## config.mk

```make
export PLATFORM = sky130hd
export DESIGN_NAME = bus_arbiter_mux
export DESIGN_NICKNAME = d
export VERILOG_FILES = /design/src/rtl/bus_arbiter_mux.sv
export SDC_FILE = /design/constraint.sdc
export NUM_CORES = 1
export LEC_CHECK = 0
export BUFFER_PORTS_ARGS = -buffer_cell sky130_fd_sc_hd__buf_4
export CORE_MARGIN = 3
export CORE_UTILIZATION = 45
export CTS_BUF_LIST = sky130_fd_sc_hd__clkbuf_2
export CTS_CLUSTER_SIZE = 8
export DETAILED_ROUTE_END_ITERATION = 7
export GPL_TIMING_DRIVEN = 0
export HOLD_SLACK_MARGIN = 0.12
export PLACE_DENSITY = 0.74
export SLEW_MARGIN = 5
export SYNTH_ARGS = -nofsm -noshare
export SYNTH_HDL_FRONTEND = slang
export SYNTH_SLANG_ARGS = --single-unit
```

## constraint.sdc

```tcl
create_clock -name clk -period 4.8 [get_ports clk]
set_clock_uncertainty 0.2 [all_clocks]
set_input_delay 0.48 -clock clk [delete_from_list [all_inputs] [get_ports clk]]
set_output_delay 0.48 -clock clk [all_outputs]
set_load 0.05 [all_outputs]
```

## src/rtl/bus_arbiter_mux.sv

```systemverilog
// Registered request/grant bus arbiter with output data mux; round-robin by default,
// fixed priority (lowest index wins) when BUS_ARB_FIXED_PRIO_EN is defined.
module bus_arbiter_mux #(
    parameter int unsigned WIDTH    = 8,
    parameter int unsigned CHANNELS = 8,
    parameter int unsigned SEL_W    = $clog2(CHANNELS)
) (
    input  logic                         clk,
    input  logic                         rst,
    input  logic [CHANNELS-1:0]          req,
    input  logic [CHANNELS*WIDTH-1:0]    in_flat,
    input  logic                         lock,
    output logic [CHANNELS-1:0]          grant,
    output logic                         grant_valid,
    output logic [SEL_W-1:0]             sel,
    output logic [WIDTH-1:0]             out,
    output logic                         out_valid
);

    localparam int unsigned IDX_W = SEL_W + 1;

    typedef enum logic {
        IDLE  = 1'b0,
        OWNED = 1'b1
    } state_e;

    state_e               state_q, state_d;
    logic [CHANNELS-1:0]  grant_q, grant_d;
    logic                 grant_valid_q, grant_valid_d;
    logic [SEL_W-1:0]     sel_q, sel_d;
    logic [WIDTH-1:0]     out_q, out_d;
    logic                 out_valid_q, out_valid_d;

    logic [SEL_W-1:0]     arb_base;
    logic [SEL_W-1:0]     arb_idx;
    logic                 arb_found;
    logic [IDX_W-1:0]     cand;
    logic [WIDTH-1:0]     in_arr [CHANNELS];

`ifdef BUS_ARB_FIXED_PRIO_EN
    assign arb_base = '0;
`else
    logic [SEL_W-1:0]     ptr_q, ptr_d;
    assign arb_base = ptr_q;
`endif

    for (genvar k = 0; k < CHANNELS; k++) begin : g_unpack
        assign in_arr[k] = in_flat[k*WIDTH +: WIDTH];
    end

    // First requester at or after arb_base, wrapping past CHANNELS-1
    always_comb begin
        arb_found = 1'b0;
        arb_idx   = '0;
        cand      = '0;
        for (int unsigned i = 0; i < CHANNELS; i++) begin
            cand = IDX_W'(arb_base) + IDX_W'(i);
            if (cand >= IDX_W'(CHANNELS)) begin
                cand = cand - IDX_W'(CHANNELS);
            end
            if (!arb_found && req[cand[SEL_W-1:0]]) begin
                arb_found = 1'b1;
                arb_idx   = cand[SEL_W-1:0];
            end
        end
    end

    // Ownership FSM; a release re-arbitrates on the same edge so handoff has no idle cycle
    always_comb begin
        state_d = state_q;
        grant_d = grant_q;
        sel_d   = sel_q;
`ifndef BUS_ARB_FIXED_PRIO_EN
        ptr_d   = ptr_q;
`endif
        case (state_q)
            IDLE: begin
                if (arb_found) begin
                    state_d = OWNED;
                end
            end
            OWNED: begin
                if (!req[sel_q] && !lock) begin
                    state_d = arb_found ? OWNED : IDLE;
                    if (!arb_found) begin
                        grant_d = '0;
                    end
                end
            end
            default: state_d = IDLE;
        endcase

        if (arb_found && (state_q == IDLE || (!req[sel_q] && !lock))) begin
            grant_d = CHANNELS'(1) << arb_idx;
            sel_d   = arb_idx;
`ifndef BUS_ARB_FIXED_PRIO_EN
            ptr_d   = (IDX_W'(arb_idx) == IDX_W'(CHANNELS - 1)) ? '0 : SEL_W'(arb_idx + SEL_W'(1));
`endif
        end

        grant_valid_d = (state_d == OWNED);
        out_valid_d   = grant_valid_q;
        out_d         = grant_valid_q ? in_arr[sel_q] : '0;
    end

    always_ff @(posedge clk) begin
        if (rst) begin
            state_q       <= IDLE;
            grant_q       <= '0;
            grant_valid_q <= 1'b0;
            sel_q         <= '0;
            out_q         <= '0;
            out_valid_q   <= 1'b0;
`ifndef BUS_ARB_FIXED_PRIO_EN
            ptr_q         <= '0;
`endif
        end else begin
            state_q       <= state_d;
            grant_q       <= grant_d;
            grant_valid_q <= grant_valid_d;
            sel_q         <= sel_d;
            out_q         <= out_d;
            out_valid_q   <= out_valid_d;
`ifndef BUS_ARB_FIXED_PRIO_EN
            ptr_q         <= ptr_d;
`endif
        end
    end

    assign grant       = grant_q;
    assign grant_valid = grant_valid_q;
    assign sel         = sel_q;
    assign out         = out_q;
    assign out_valid   = out_valid_q;

endmodule
```

Word-level counts from Yosys, hierarchy flattened
Cells that the tools add are included.
W data, S select, Z words.
{"block": "totals", "register_bits": 24, "output_inout_bits": 21, "elab_cells": 121}
{"block": "classes", "addsub": 16, "order_cmp": 18, "eq_ne": 2, "n_shift": 1, "muxes": 53, "bitwise": 2, "n_reduce_logical": 23}
{"op": "$mux W3", "n": 17}
{"op": "$mux W8", "n": 6}
{"op": "$lt A3 B4 Y1 const B", "n": 9}
{"op": "$ge A4 B4 Y1 const B", "n": 8}
{"op": "$bmux W1 S3", "n": 9}
{"op": "$bmux W8 S3", "n": 1}
{"op": "$sub A3 B1 Y3 const B", "n": 8}
{"op": "$mux W1", "n": 19}
{"op": "$add A3 B3 Y4 const B", "n": 4}
{"op": "$logic_and A1 B1 Y1", "n": 9}
{"op": "$logic_not A1 Y1", "n": 9}
{"op": "$add A3 B2 Y4 const B", "n": 2}
{"op": "$shl A1 B3 Y8 const A", "n": 1}
{"op": "$add A3 B1 Y4 const B", "n": 1}
{"op": "$ge A3 B4 Y1 const B", "n": 1}
{"op": "$not A3 Y4", "n": 1}
{"op": "$reduce_bool A2 Y1", "n": 2}
{"op": "$add A3 B1 Y3 const B", "n": 1}
{"op": "$eq A3 B3 Y1 const B", "n": 1}
{"op": "$reduce_and A3 Y1", "n": 1}
{"op": "$ne A2 B1 Y1 const B", "n": 1}
{"op": "$pmux W1 S2", "n": 1}
{"op": "$reduce_or A2 Y1", "n": 1}
{"op": "$logic_or A1 B1 Y1", "n": 1}
{"op": "$not A1 Y1", "n": 1}

Logic depth before layout (Yosys ltp)
Gate-level depths: netlist (run 1).
{"block": "logic_depth", "depth_word": 30, "mapped_depth": 16, "depth_no_buf": 13}

Least setup slack after synthesis (run 1)
Ideal clock, no wire load.
{"block": "synth_path", "path_kind": "reg-to-reg", "start": "register ptr_q[1], in the netlist arb_base[1]", "end": "register ptr_q[2], in the netlist arb_base[2]", "t_arrival_ns": 4.001, "required_ns": 4.513, "slack_ns": 0.512, "stages_incl_launch_ff": 15, "path_buffers": 2, "synth_period_minus_slack_ns": 4.288, "path_cell_list": "dfxtp_1 clkbuf_1 clkbuf_1 inv_1 ha_1 mux4_1 mux2_2 o32ai_1 a41oi_1 o2bb2ai_1 a31oi_1 ha_1 nor3b_1 mux2i_1 o31ai_1"}
{"block": "synth_between", "elab_chain_len": 28, "word_cells_on_any_way": 81, "cone_classes": "16 x add/sub; 8 x order compare; 1 x eq/ne; 41 x mux; 15 x reduce/logical"}
{"element": "from (decl)", "line_no": "43", "rtl": "logic [SEL_W-1:0] ptr_q, ptr_d;"}
{"element": "from (signal assigned)", "line_no": "125", "rtl": "ptr_q <= ptr_d;"}
{"element": "parallel branches: the longest is 25 deep, another holds $add A3 B1 Y4"}
{"element": "$mux W3 (*)", "line_no": "61", "rtl": "if (!arb_found && req[cand[SEL_W-1:0]]) begin"}
{"element": "named net arb_idx[1]", "line_no": "35", "rtl": "logic [SEL_W-1:0] arb_idx;"}
{"element": "$add A3 B1 Y3 or $eq A3 B3 Y1 (tied branches)", "line_no": "97", "rtl": "ptr_d = (IDX_W'(arb_idx) == IDX_W'(CHANNELS - 1)) ? '0 : SEL_W'(arb_idx + SEL_W'(1));"}
{"element": "$mux W3 (*)", "line_no": "97"}
Mark *: on every way through the listed nets, which the timed path passes. The select of a mux whose other input is x is not followed.
A chain may end at the register's enable or synchronous reset.

Worst setup path after layout (run 1)
Ends and elaborated chain as after synthesis.

==> tab_implementation.tex, run 1 <==
\begin{tabular}{lr}
\hline
Metric & Value \\
\hline
\multicolumn{2}{l}{\textbf{STA}} \\
Transition time at the pin with the least slew margin & 0.945 ns \\
Number of setup violations in the final report & 0 \\
RSZ-0062 raised after global routing & no \\
Maximum clock rate & 224 MHz \\
Worst slew margin & 36.3\% \\
TNS Setup & 0 ns \\
Final-report hold violation count & 0 \\
Period utilisation layout & 92.8\% \\
Crit path time final & 4.46 ns \\
Final Max Tran Viols & 0 \\
\multicolumn{2}{l}{\textbf{Synthesis}} \\
Post-synth design cell area & 2550 sq um \\
Synth area leaders & sky130\_fd\_sc\_hd\_\_mux4\_2 (19\%), sky130\_fd\_sc\_hd\_\_dfxtp\_1 (19\%), sky130\_fd\_sc\_hd\_\_mux4\_1 (10\%), sky130\_fd\_sc\_hd\_\_mux2i\_1 (4.3\%), sky130\_fd\_sc\_hd\_\_mux2\_2 (3.1\%) \\
Number of enable flip-flop cells after synthesis & 0 \\
Number of cells produced by synthesis & 229 \\
Register area share after synthesis & 18.8\% \\
Asr flop ratio synth & 0\% \\
Number of distinct library cells after synthesis & 62 \\
Top flip-flop cell by instance count after synthesis & sky130\_fd\_sc\_hd\_\_dfxtp\_1 \\
Yosys warnings & 0 \\
Share of the synthesized area in the top cell type & 19.4\% \\
Number of nets produced by synthesis & 310 \\
Synthesis-stage register bit count & 24 \\
Synth Area per Inst & 11.1 sq um \\
Post-synthesis cell type with the largest combined area & sky130\_fd\_sc\_hd\_\_mux4\_2 \\
\multicolumn{2}{l}{\textbf{Layout}} \\
Area growth from synthesis to final layout & 33.7\% \\
Count of nets after finishing & 410 \\
Storage element area & 480 sq um \\
Post-route cell area & 3410 sq um \\
Commonest non-fill, non-tap cell in the layout & sky130\_fd\_sc\_hd\_\_buf\_4 \\
Area of the multi-input gates & 1930 sq um \\
Antenna fix cells & 0 \\
Final core area utilization & 64.3\% \\
Fillers & 459 \\
Layout cell share with drive strength beyond 1 & 49.7\% \\
Leading cell types in the layout, fill and taps excluded & sky130\_fd\_sc\_hd\_\_buf\_4 (95), sky130\_fd\_sc\_hd\_\_dfxtp\_1 (24), sky130\_fd\_sc\_hd\_\_mux4\_2 (22) \\
\multicolumn{2}{l}{\textbf{Die}} \\
DIE AREA & 6610 sq um \\
I/O pin count & 96 \\
Placeable Area & 5300 sq um \\
Height of the die & 81.3 microns \\
Starting Density & 48.1\% \\
Std cell rows & 26 \\
Floorplan die width & 81.3 microns \\
\multicolumn{2}{l}{\textbf{Critical path}} \\
Worst setup SP type & register \\
Top fanout value on the critical path & 10 \\
Nature of the critical path endpoint & register \\
Crit Path Class & reg2reg \\
Data arrival at the endpoint of the critical path & 4.52 ns \\
Data required time at the worst endpoint & 4.86 ns \\
\multicolumn{2}{l}{\textbf{Clocking}} \\
Clock insertion delay at the later pin of the skew report & 0.33 ns \\
Number of buffers added for setup after CTS & 0 \\
CTS root buffer & sky130\_fd\_sc\_hd\_\_clkbuf\_2 \\
Maximum count of clock buffers along a single path & 2 \\
Clk sinks & 24 \\
Clock edge transition at the registers on the reported setup and hold paths & 0.20 ns \\
Total clock buffers created by CTS & 3 \\
Number of levels in the clock H-tree & 1 \\
Clock tree from TritonCTS & built \\
\multicolumn{2}{l}{\textbf{Placed design}} \\
Area post-placement & 3350 sq um \\
Final RePlAce weighted congestion & 0.859 \\
Number of buffer cells added on primary ports & 95 \\
Detail Placement HPWL & 6140 microns \\
\multicolumn{2}{l}{\textbf{Pwr}} \\
Total power divided by cell area & 564 nW/um\^{}2 \\
Leak & 1.39 nW \\
Worst supply voltage drop on vdd & 0.439 mV \\
Total power of the final layout & 1.92 mW \\
\multicolumn{2}{l}{\textbf{Routing}} \\
Number of detailed-route iterations in the first pass & 4 \\
Via count & 2434 \\
Routed wire per std cell & 19.1 microns \\
Starting DRT DRC Count & 107 \\
Total Routed Length & 7610 microns \\
Antenna Nets Post-Route & 0 \\
DRC viols & 0 \\
Detailed-route vias per instance & 6.12 \\
\multicolumn{2}{l}{\textbf{GRT}} \\
Grt ovf & 0 \\
Maximum number of pins on one net before global-route repair & 14 \\
First-pass GRT wire length & 11700 microns \\
Global routing usage summed across all routing layers & 22.7\% \\
Antenna violations before repair & 0 \\
Vias in the first global route & 2395 \\
\multicolumn{2}{l}{\textbf{Status}} \\
Outcome & completed \\
\multicolumn{2}{l}{\textbf{Job}} \\
Number of violations of the max-capacitance limit & 0 \\
\multicolumn{2}{l}{\textbf{Worst hold path}} \\
Worst hold path class & reg2reg \\
\hline
\end{tabular}
kinds of logic (layout without fill, tap and decap cells):
logic type / Yosys count / in the layout / synth area share [%]
simple gates: 58 / 58 / 12.6
compound gates: 53 / 53 / 16.9
buf+inv: 30 / 129 / 6.81
flops: 24 / 24 / 18.8
xor+xnor: 3 / 3 / 1.03
fa+ha+maj: 6 / 6 / 2.94
mux: 55 / 55 / 40.8
cell usage after synthesis (4+ instances only):
| cell type | number |
|---|---|
| sky130_fd_sc_hd__clkbuf_4 | 4 |
| sky130_fd_sc_hd__a32o_1 | 6 |
| sky130_fd_sc_hd__inv_1 | 7 |
| sky130_fd_sc_hd__nor4_1 | 5 |
| sky130_fd_sc_hd__dfxtp_1 | 24 |
| sky130_fd_sc_hd__nand3_1 | 5 |
| sky130_fd_sc_hd__clkbuf_1 | 7 |
| sky130_fd_sc_hd__mux4_1 | 10 |
| sky130_fd_sc_hd__mux4_2 | 22 |
| sky130_fd_sc_hd__nand2b_1 | 4 |
| sky130_fd_sc_hd__nand2_1 | 10 |
| sky130_fd_sc_hd__mux2_2 | 7 |
| sky130_fd_sc_hd__a31oi_1 | 4 |
| sky130_fd_sc_hd__a21oi_1 | 10 |
| sky130_fd_sc_hd__ha_1 | 6 |
| sky130_fd_sc_hd__mux2i_1 | 11 |
| sky130_fd_sc_hd__nor2_1 | 16 |
| sky130_fd_sc_hd__nor3b_1 | 4 |
power breakdown:
part           leakage (nW)  switching, mW  internal [mW]
clock                0.0140         0.0555         0.0181
sequential            0.197         0.0278          0.255
combinational          1.18          0.860          0.708
total                  1.39          0.944          0.981
per-layer routing:
metal / vias up / global-route usage [%] / routed length [microns]
met5: - / 0 / 0
met4: 0 / 5.91 / 88
met3: 8 / 2.22 / 294
met2: 71 / 38.8 / 4170
met1: 1215 / 30.5 / 3060
li1: 1140 / - / -
critical path, cell delays in order (launching register included):
cell	delay, ns
sky130_fd_sc_hd__dfxtp_1	0.38
sky130_fd_sc_hd__clkbuf_2	0.24
sky130_fd_sc_hd__clkbuf_4	0.27
sky130_fd_sc_hd__inv_1	0.15
sky130_fd_sc_hd__ha_1	0.38
sky130_fd_sc_hd__buf_6	0.18
sky130_fd_sc_hd__mux4_1	0.64
sky130_fd_sc_hd__mux2_2	0.34
sky130_fd_sc_hd__or3_1	0.34
sky130_fd_sc_hd__nand3_1	0.09
sky130_fd_sc_hd__o21ai_0	0.08
sky130_fd_sc_hd__o2bb2ai_1	0.18
sky130_fd_sc_hd__a31oi_2	0.25
sky130_fd_sc_hd__ha_1	0.23
sky130_fd_sc_hd__nor3b_2	0.25
sky130_fd_sc_hd__mux2i_1	0.12
sky130_fd_sc_hd__o31ai_1	0.08
path summary, 6_finish.rpt:
kind                                 start                  endpoint  slack (ns)  depth (start not counted)
setup / recovery  arb_base[1]$_SDFFE_PP0P_  arb_base[2]$_SDFFE_PP0P_        0.34                         16
hold / removal       grant[5]$_SDFFE_PP0P_     grant[5]$_SDFFE_PP0P_        0.30                          1
setup reg to reg  arb_base[1]$_SDFFE_PP0P_  arb_base[2]$_SDFFE_PP0P_        0.34                         16
hold reg to reg      grant[5]$_SDFFE_PP0P_     grant[5]$_SDFFE_PP0P_        0.30                          1
registers in the layout (all words and copies together), names as in the netlist:
| signal | count |
|---|---|
| out_valid | 1 |
| grant | 8 |
| out | 8 |
| arb_base | 3 |
| grant_valid | 1 |
| sel | 3 |
layout make-up:
cell class / instances / area share (%)
Sequential cell: 24 / 14.1
Tap cell: 70 / 2.57
Clock inverter: 1 / 0.110
Inverter: 7 / 0.770
Multi-Input combinational cell: 175 / 56.7
Buffer: 23 / 4.47
Clock buffer: 3 / 0.440
Timing Repair Buffer: 95 / 20.9
through the flow:
stage,cells,worst slack (ns),hold WS [ns]
after floorplan,229,0.512,0.567
after global placement,394,-0.263,0.252
after detailed placement,394,-0.323,0.258
after CTS,398,0.106,0.301
after global routing,398,0.0498,0.337
final,398,0.344,0.303
repair_timing:
| item | 4_1_cts | 5_1_grt |
|---|---|---|
| endpoints found under the setup margin | 8 | 3 |
| hold buffers | 0 | 0 |
| endpoints found under the hold margin | 0 | 0 |
| pin swaps | 0 | 0 |
| resized for setup | 4 | 5 |
(Power assumes the default switching activity.)
==> inputs of run 2 (changes only) <==
Settings changed: PLACE_DENSITY 0.74 to 0.77.
Clock period 4.8 ns to 3.9 ns, I/O delays scaled along.
==> run 2 against run 1 <==
  * Sequential share of layout area decreased by 0.98 points
  * Power increased by 44%
  * Routed wire length is 0.67% higher
  * Via count rose by 2.0%
  * Worst hold slack got worse by 0.079 ns
  * Non-clock buffer count grew 19
  * Critical path type unchanged
  * Critical endpoint unchanged
  * Highest routed layer unchanged
==> tab_implementation.tex, run 2 (synthesized netlist as in run 1, its figures left out) <==
\begin{tabular}{lr}
\hline
Metric & Value \\
\hline
\multicolumn{2}{l}{\textbf{Status}} \\
Outcome & completed \\
\multicolumn{2}{l}{\textbf{Clocking}} \\
Clock edge transition at the registers on the reported setup and hold paths & 0.22 ns (+0.02 ns) \\
Total clock buffers created by CTS & 3 (unchanged) \\
Clk sinks & 24 (unchanged) \\
Number of levels in the clock H-tree & 1 (unchanged) \\
CTS root buffer & sky130\_fd\_sc\_hd\_\_clkbuf\_2 \\
Maximum count of clock buffers along a single path & 2 (unchanged) \\
Clock tree from TritonCTS & built \\
Clock insertion delay at the later pin of the skew report & 0.34 ns (about the same) \\
Quantity of hold-fixing buffers added after cts & 0 (unchanged) \\
\multicolumn{2}{l}{\textbf{Layout}} \\
Commonest non-fill, non-tap cell in the layout & sky130\_fd\_sc\_hd\_\_buf\_4 \\
Fillers & 412 (-10\%) \\
Count of nets after finishing & 429 (+4.6\%) \\
Leading cell types in the layout, fill and taps excluded & sky130\_fd\_sc\_hd\_\_buf\_4 (115), sky130\_fd\_sc\_hd\_\_mux4\_2 (23), sky130\_fd\_sc\_hd\_\_dfxtp\_1 (22) \\
Post-route cell area & 3690 sq um (+8.1\%) \\
Layout cell share with drive strength beyond 1 & 55.9\% (+6.2 points) \\
Area growth from synthesis to final layout & 44.5\% \\
Antenna fix cells & 0 (unchanged) \\
\multicolumn{2}{l}{\textbf{STA}} \\
Slack of the critical path & 0.0986 ns (-0.245 ns) \\
Period utilisation layout & 97.5\% (+4.6 points) \\
Transition time at the pin with the least slew margin & 0.882 ns (-0.0625 ns) \\
Final-report hold violation count & 0 (unchanged) \\
Crit path time final & 3.80 ns (-0.655 ns) \\
Maximum clock rate & 263 MHz (+17\%) \\
Number of setup violations in the final report & 0 (unchanged) \\
Worst slew margin & 40.6\% (+4.2 points) \\
Final Max Tran Viols & 0 (unchanged) \\
\multicolumn{2}{l}{\textbf{Critical path}} \\
Top fanout value on the critical path & 16 (+6) \\
Nature of the critical path endpoint & register \\
Worst setup SP type & register \\
Crit Path Class & reg2reg \\
Data arrival at the endpoint of the critical path & 3.85 ns (-0.67 ns) \\
Data required time at the worst endpoint & 3.95 ns (-0.91 ns) \\
\multicolumn{2}{l}{\textbf{Placed design}} \\
Pre-CTS setup slack & -0.418 ns (-0.0952 ns) \\
Number of buffer cells added on primary ports & 95 (unchanged) \\
Detail Placement HPWL & 5810 microns (-5.4\%) \\
Area post-placement & 3390 sq um (+1.0\%) \\
Final RePlAce weighted congestion & 0.864 (+0.65\%) \\
\multicolumn{2}{l}{\textbf{GRT}} \\
Maximum number of pins on one net before global-route repair & 18 (+4) \\
Global routing usage summed across all routing layers & 22.0\% (-0.64 points) \\
First-pass GRT wire length & 11300 microns (-3.9\%) \\
Vias in the first global route & 2240 (-6.5\%) \\
Grt ovf & 0 (unchanged) \\
Antenna violations before repair & 0 (unchanged) \\
\multicolumn{2}{l}{\textbf{Die}} \\
Placeable Area & 5300 sq um (unchanged) \\
Std cell rows & 26 (unchanged) \\
Height of the die & 81.3 microns (unchanged) \\
Starting Density & 48.1\% (unchanged) \\
I/O pin count & 96 (unchanged) \\
DIE AREA & 6610 sq um (unchanged) \\
Floorplan die width & 81.3 microns (unchanged) \\
\multicolumn{2}{l}{\textbf{Pwr}} \\
Leak & 1.51 nW (+8.9\%) \\
Worst supply voltage drop on vdd & 0.419 mV (-4.6\%) \\
Total power divided by cell area & 751 nW/um\^{}2 (+33\%) \\
\multicolumn{2}{l}{\textbf{Routing}} \\
Starting DRT DRC Count & 148 (+38\%) \\
Via count & 2483 (+2.0\%) \\
Number of detailed-route iterations in the first pass & 4 (unchanged) \\
Detailed-route vias per instance & 5.95 (-2.6\%) \\
Antenna Nets Post-Route & 0 (unchanged) \\
Total Routed Length & 7660 microns (+0.67\%) \\
DRC viols & 0 (unchanged) \\
Routed wire per std cell & 18.4 microns (-3.9\%) \\
\multicolumn{2}{l}{\textbf{Worst hold path}} \\
Worst hold path class & in2reg \\
\multicolumn{2}{l}{\textbf{Job}} \\
Number of violations of the max-capacitance limit & 0 (unchanged) \\
\hline
\end{tabular}
## run 2: report_power, final
part / total [mW] / internal (mW) / leakage (nW) / switching (mW)
Clock: 0.159 / 0.0885 / 0.0266 / 0.0708
Combinational: 2.26 / 1.10 / 1.29 / 1.15
Sequential: 0.352 / 0.316 / 0.198 / 0.0361
Total: 2.77 / 1.51 / 1.51 / 1.26
## run 2: per-stage QoR
stage	util [%]	TNS, ns	std cells	hold slack (ns)	total power [mW]
finish	69.5	0	417	0.224	2.77
global route	69.5	-0.0244	417	0.196	2.95
CTS	67.2	0	406	0.214	2.58
detailed placement	63.9	-3.23	394	0.261	2.25
global placement	63.9	-2.83	394	0.254	2.22
floorplan	-	0	229	0.477	1.84
## run 2: what timing repair did
action,CTS,global route
gates cloned,0,0
setup endpoints to repair,12,12
endpoints found under the hold margin,0,0
resized for setup,14,11
setup buffers,9,12
pin swaps,4,8
## run 2: path summary, 6_finish.rpt
path,from,to,cells past startpoint,slack (ns)
max,arb_base[0]$_SDFFE_PP0P_,arb_base[2]$_SDFFE_PP0P_,13,0.1
max reg2reg,arb_base[0]$_SDFFE_PP0P_,arb_base[2]$_SDFFE_PP0P_,13,0.1
min,rst,grant[2]$_SDFFE_PP0P_,3,0.22
min reg2reg,grant[5]$_SDFFE_PP0P_,grant[5]$_SDFFE_PP0P_,1,0.30
## run 2: routing by layer
layer	vias to the layer above	share of wire, %	global-route usage, %
met4	0	0.97	4.73
met5	-	0	0
met3	9	3.5	1.33
li1	1171	-	-
met2	73	54	37.2
met1	1230	42	31.1
## run 2: area by class of cell
cell class / instances / area [sq um] / area share, %
clock buffer: 3 / 15.0 / 0.407
tap: 70 / 87.6 / 2.38
multi-input combinational: 175 / 1990 / 54.0
sequential: 24 / 483 / 13.1
clock inverter: 1 / 30.0 / 0.814
inverter: 7 / 33.8 / 0.916
buffer: 21 / 164 / 4.45
timing repair buffer: 116 / 883 / 24.0
## run 2: critical path, cell delays in order (launching register included)
cell and delay, ns:
sky130_fd_sc_hd__dfxtp_2 0.40, sky130_fd_sc_hd__buf_12 0.16, sky130_fd_sc_hd__clkinvlp_4 0.13, sky130_fd_sc_hd__ha_4 0.31, sky130_fd_sc_hd__buf_12 0.13, sky130_fd_sc_hd__mux4_2 0.49
sky130_fd_sc_hd__mux2_4 0.34, sky130_fd_sc_hd__nor4b_4 0.36, sky130_fd_sc_hd__nand3b_1 0.24, sky130_fd_sc_hd__a32oi_2 0.35, sky130_fd_sc_hd__ha_2 0.24, sky130_fd_sc_hd__nor3b_4 0.21
sky130_fd_sc_hd__mux2i_1 0.10, sky130_fd_sc_hd__o31ai_1 0.07
